## config.mk

```make
export PLATFORM = sky130hd
export DESIGN_NAME = muldiv_unit
export DESIGN_NICKNAME = d
export VERILOG_FILES = /design/src/rtl/muldiv_unit.sv
export SDC_FILE = /design/constraint.sdc
export NUM_CORES = 1
export LEC_CHECK = 0
export BUFFER_PORTS_ARGS = -buffer_cell sky130_fd_sc_hd__buf_4
export CORE_UTILIZATION = 55
export CTS_CLUSTER_SIZE = 16
export DETAILED_ROUTE_END_ITERATION = 10
export PLACE_DENSITY = 0.74
export SLEW_MARGIN = 30
export SYNTH_ARGS = -nofsm -noshare
export SYNTH_HDL_FRONTEND = slang
export SYNTH_SLANG_ARGS = --single-unit
```

## constraint.sdc

```tcl
create_clock -name clk -period 3.8 [get_ports clk]
set_clock_uncertainty 0.1 [all_clocks]
set_input_delay 0.76 -clock clk [delete_from_list [all_inputs] [get_ports clk]]
set_output_delay 0.76 -clock clk [all_outputs]
set_load 0.02 [all_outputs]
```

## src/rtl/muldiv_unit.sv

```systemverilog
// rtl/muldiv_unit.sv - iterative MULT/MULTU/DIV/DIVU unit with architectural HI/LO registers
module muldiv_unit #(
    parameter int WIDTH = 32
) (
    input  logic             clk,
    input  logic             reset_n,
    input  logic             start,
    input  logic [2:0]       op,
    input  logic [WIDTH-1:0] A,
    input  logic [WIDTH-1:0] B,
    input  logic             flush,
    output logic             busy,
    output logic             done,
    output logic             div_by_zero,
    output logic [WIDTH-1:0] hi,
    output logic [WIDTH-1:0] lo
);

    localparam int CW = $clog2(WIDTH);
    localparam logic [CW-1:0] LAST_ITER = CW'(WIDTH - 1);

    localparam logic [2:0] OP_MULT  = 3'b000;
    localparam logic [2:0] OP_MULTU = 3'b001;
    localparam logic [2:0] OP_DIV   = 3'b010;
    localparam logic [2:0] OP_DIVU  = 3'b011;
    localparam logic [2:0] OP_MTHI  = 3'b100;
    localparam logic [2:0] OP_MTLO  = 3'b101;

    typedef enum logic [1:0] {
        S_IDLE,
        S_PREP,
        S_RUN,
        S_FIN
    } state_t;

    state_t               state;
    logic [CW-1:0]        cnt;
    logic                 is_div;
    logic                 is_signed;
    logic                 neg_q;
    logic                 neg_r;
    logic                 dz;
    logic [WIDTH-1:0]     a_q;
    logic [WIDTH-1:0]     b_q;
    logic [2*WIDTH-1:0]   work;

    logic                 a_neg;
    logic                 b_neg;
    logic [WIDTH-1:0]     a_mag;
    logic [WIDTH-1:0]     b_mag;
    logic [WIDTH-1:0]     mul_addend;
    logic [WIDTH:0]       mul_sum;
    logic [WIDTH:0]       div_trial;
    logic [2*WIDTH-1:0]   mul_next;
    logic [2*WIDTH-1:0]   div_next;

    assign a_neg = is_signed & a_q[WIDTH-1];
    assign b_neg = is_signed & b_q[WIDTH-1];
    assign a_mag = a_neg ? -a_q : a_q;
    assign b_mag = b_neg ? -b_q : b_q;

    // Multiply: work = {partial product, remaining multiplier bits}, shifted right each step.
    assign mul_addend = work[0] ? b_q : {WIDTH{1'b0}};
    assign mul_sum    = {1'b0, work[2*WIDTH-1:WIDTH]} + {1'b0, mul_addend};
    assign mul_next   = {mul_sum, work[WIDTH-1:1]};

    // Divide: work = {partial remainder, dividend/quotient}, shifted left each step.
    // The trial subtraction is WIDTH+1 bits wide so the bit shifted out of the
    // remainder is not lost; its borrow decides restore versus keep.
    assign div_trial = work[2*WIDTH-1:WIDTH-1] - {1'b0, b_q};
    assign div_next  = div_trial[WIDTH] ? {work[2*WIDTH-2:0], 1'b0}
                                        : {div_trial[WIDTH-1:0], work[WIDTH-2:0], 1'b1};

    always_ff @(posedge clk or negedge reset_n) begin
        if (!reset_n) begin
            state       <= S_IDLE;
            cnt         <= '0;
            busy        <= 1'b0;
            done        <= 1'b0;
            div_by_zero <= 1'b0;
            hi          <= '0;
            lo          <= '0;
            is_div      <= 1'b0;
            is_signed   <= 1'b0;
            neg_q       <= 1'b0;
            neg_r       <= 1'b0;
            dz          <= 1'b0;
            a_q         <= '0;
            b_q         <= '0;
            work        <= '0;
        end else begin
            done        <= 1'b0;
            div_by_zero <= 1'b0;
            if (flush) begin
                state <= S_IDLE;
                busy  <= 1'b0;
                cnt   <= '0;
            end else begin
                case (state)
                    S_IDLE: begin
                        if (start) begin
                            case (op)
                                OP_MULT, OP_MULTU, OP_DIV, OP_DIVU: begin
                                    a_q       <= A;
                                    b_q       <= B;
                                    is_div    <= op[1];
                                    is_signed <= ~op[0];
                                    busy      <= 1'b1;
                                    state     <= S_PREP;
                                end
                                OP_MTHI: begin
                                    hi   <= A;
                                    done <= 1'b1;
                                end
                                OP_MTLO: begin
                                    lo   <= A;
                                    done <= 1'b1;
                                end
                                default: ;
                            endcase
                        end
                    end
                    S_PREP: begin
                        work  <= {{WIDTH{1'b0}}, a_mag};
                        b_q   <= b_mag;
                        neg_q <= a_neg ^ b_neg;
                        neg_r <= a_neg;
                        dz    <= is_div & (b_q == '0);
                        cnt   <= '0;
                        state <= S_RUN;
                    end
                    S_RUN: begin
                        work <= is_div ? div_next : mul_next;
                        if (cnt == LAST_ITER) begin
                            cnt   <= '0;
                            state <= S_FIN;
                        end else begin
                            cnt <= cnt + CW'(1);
                        end
                    end
                    S_FIN: begin
                        // a_q still holds the raw dividend, needed for the divide-by-zero result
                        if (dz) begin
                            hi <= a_q;
                            lo <= '1;
                        end else if (is_div) begin
                            lo <= neg_q ? -work[WIDTH-1:0] : work[WIDTH-1:0];
                            hi <= neg_r ? -work[2*WIDTH-1:WIDTH] : work[2*WIDTH-1:WIDTH];
                        end else begin
                            {hi, lo} <= neg_q ? -work : work;
                        end
                        div_by_zero <= dz;
                        done        <= 1'b1;
                        busy        <= 1'b0;
                        state       <= S_IDLE;
                    end
                    default: state <= S_IDLE;
                endcase
            end
        end
    end

endmodule

```

==> metrics.cfg <==
[run_status]
status = finished, final reports clean

[setup_path]
rr_startpoint = work[39]
worstPathMaxFanout = 8
arrival_ns = 3.97
rrSetupSlack_ns = 0.20
r2r_cells = 10
worstSetupStartpoint = work[39]
crit_path_end = work[59]
crit_path_start_kind = register
worstReg2RegEnd = work[59]
crit_type = reg -> reg
worstSetupEndpointType = register
worstPathRequired_ns = 4.17

[cells_and_area]
fin_util_pct = 64.91
antenna_cells = 0
drive_above_1_share_pct = 15.63
fin_nets = 2304
area_growth_pct = 14.86

[routing]
route.vias.total = 16170
avgRoutedWirePerCell_um = 20.85
routed_via_density = 6.315
drtAntennaViolNets = 0
drc = 0
first_pass_iters = 5
drt_wl_total_um = 53370
drt_iter0_markers = 1453

[timing]
finalSetupTns_ns = 0
hold_viol_final = 0
fin_crit_sh_pct = 94.67
worstMarginPinSlew_ns = 0.8340
rsz0062_at_grt = no
finalSetupViolations = 0
post-route-min-period_ns = 3.597
max-slew-margin-rel_pct = 44.40
slew_viol_final = 0
max_freq_mhz = 278.0
worst_hold_slack_ns = 0.06519

[floorplan]
die_y_um = 174.9
core_area_um2 = 29090
io-pin-count = 138
dieArea_um2 = 30580
die_w_um = 174.9
row_count = 62
start_util_pct = 56.51

[cts]
htree_num_levels = 1
cts_tree = done
path_clk_slew_ns = 0.06
root_buffer = clkbuf_16
cts_buffers = 26
cts_buffer_depth = 3
clock_latency_ns = 0.56
cts.sinks = 207
post_cts_buffers = 0

[synthesis]
synth_async_sr_flop_share_pct = 100.0
synth-seq-area-share_pct = 31.51
synth_enable_flop_cells = 0
netlist_area_um2 = 16440
syn_avg_cell_area_um2 = 8.051
synthFlopType = dfrtp_1
synth-warning-count = 0
syn_inst = 2042
yosysUniqueCellTypes = 92
synth_fp_nets = 2189
ys_seq_elements = 207

[global_route]
grt_overflow_total = 0
grt_pass1_vias = 15410
antenna_found_initial = 0
grt_pass1_wl_um = 84900
grt_use_total_pct = 34.88
grt_max_degree = 81

[placed_design]
gp_congestion = 0.9831
hpwl_um = 40310
io_buffers = 137

[power_and_ir_drop]
ir_worst_vdd_mv = 0.4883
power.density_nw_per_um2 = 821.2
fin_total_pwr_mw = 15.51
leakagePower_nw = 8.535

[flow_run]
max_cap_violations = 0

[min_path]
hold_path_class = in -> async

cell type report:
cell class | count | area [µm²]
well taps | 384 | 480.5
repair buffers | 214 | 1664
clock inverters | 10 | 91.34
multi-input cells | 1640 | 10460
fillers | 2563 | 10210
flip-flops and latches | 207 | 5181
inverters | 68 | 255.2
clock buffers | 37 | 752.0
Yosys cell counts, types with 10 or more instances:
master | number | area, µm²
a211oi_1 | 26 | 195.2
a21o_1 | 34 | 255.2
a21oi_1 | 160 | 800.8
a22oi_1 | 24 | 180.2
a31oi_1 | 10 | 62.56
and3_1 | 19 | 118.9
buf_1 | 12 | 45.04
clkbuf_1 | 92 | 345.3
dfrtp_1 | 207 | 5180
ha_1 | 74 | 925.9
inv_1 | 67 | 251.5
mux2_2 | 31 | 349.1
mux2i_1 | 64 | 640.6
nand2_1 | 261 | 979.7
nand2b_1 | 24 | 150.1
nand3_1 | 43 | 215.2
nand4_1 | 10 | 62.56
nor2_1 | 152 | 570.6
nor2b_1 | 12 | 75.07
nor3_1 | 44 | 220.2
nor4_1 | 15 | 93.84
o211ai_1 | 15 | 112.6
o21ai_0 | 236 | 1181
o21bai_1 | 12 | 90.09
o221ai_1 | 10 | 87.58
o22ai_1 | 45 | 281.5
o31ai_1 | 23 | 172.7
o41ai_1 | 12 | 105.1
or3_1 | 21 | 131.4
or4_1 | 16 | 120.1
xnor2_1 | 83 | 727.0
xor2_1 | 56 | 490.5
worst min-delay path by stage:
stage               startpoint  depth (start not counted)  endpoint  slack, ns
floorplan              reset_n                          0    a_q[0]       0.36
global placement        lo[18]                          2    lo[18]       0.36
detailed placement      lo[18]                          2    lo[18]       0.37
CTS                    reset_n                          1     hi[3]       0.08
global route           reset_n                          1     hi[3]       0.11
finish                 reset_n                          1     hi[3]       0.07
metrics by stage:
step / cell area [µm²] / setup WS, ns / std cells
after floorplan: 16440 / 0.3554 / 2042
after global placement: 18020 / 0.2239 / 2513
after detailed placement: 18020 / 0.1148 / 2513
after CTS: 18870 / 0.09765 / 2560
after global routing: 18880 / 0.03099 / 2560
final: 18880 / 0.2027 / 2560
registers in the layout, indices dropped and copies added, names as in the netlist, 2 cells and up:
signal,count
hi,32
cnt,5
lo,32
b_q,32
a_q,32
state,2
work,64
cell families (layout without fill, tap and decap cells):
kind of cell               after synthesis  count (layout)  share of synthesized area (%)
muxes                                   95              95                          6.020
xor gates and xnor gates               139             139                          7.405
adders and majority gates               76              76                          5.876
and+or+nand+nor                        667             667                          19.50
buffers and inverters                  195             329                          5.183
AOI/OAI and AO/OA                      663             663                          24.51
DFF                                    207             207                          31.51
layout by cell type, fill, tap and decap left out, types with 34 or more instances in the layout:
cell type and instances:
xnor2_1 83, nand2_1 260, buf_4 209, nor2_1 152, o21ai_0 236, nor3_1 43, mux2i_1 64, ha_1 71
a21oi_1 160, xor2_1 56, o22ai_1 45, a21o_1 34, dfrtp_1 206, inv_1 66, nand3_1 43
critical path, cell delays in order (launching register included):
cell and delay, ns:
dfrtp_1 0.53, ha_1 0.49, nand4_1 0.17, or2_2 0.33
a211oi_1 0.51, o2111ai_1 0.31, nand2_1 0.23, a21oi_1 0.15
xnor2_1 0.37, mux2i_1 0.14, o211ai_1 0.17
report_power, final:
part           internal (mW)  switching, mW
registers               3.11           1.17
clock network           1.44           1.04
logic                   3.52           5.22
total                   8.07           7.44
layer usage:
metal,global-route usage [%],wire (µm)
met2,57.80,25120
met5,0,0
met1,46.65,22710
met3,4.112,3569
met4,13.15,1966
what timing repair did:
item | 4_1_cts | 5_1_grt
hold buffers | 0 | 0
hold endpoints to repair | 0 | 0
setup endpoints to repair | 0 | 4
gates resized for setup | 0 | 4
Power figures use the tool's default switching activity.
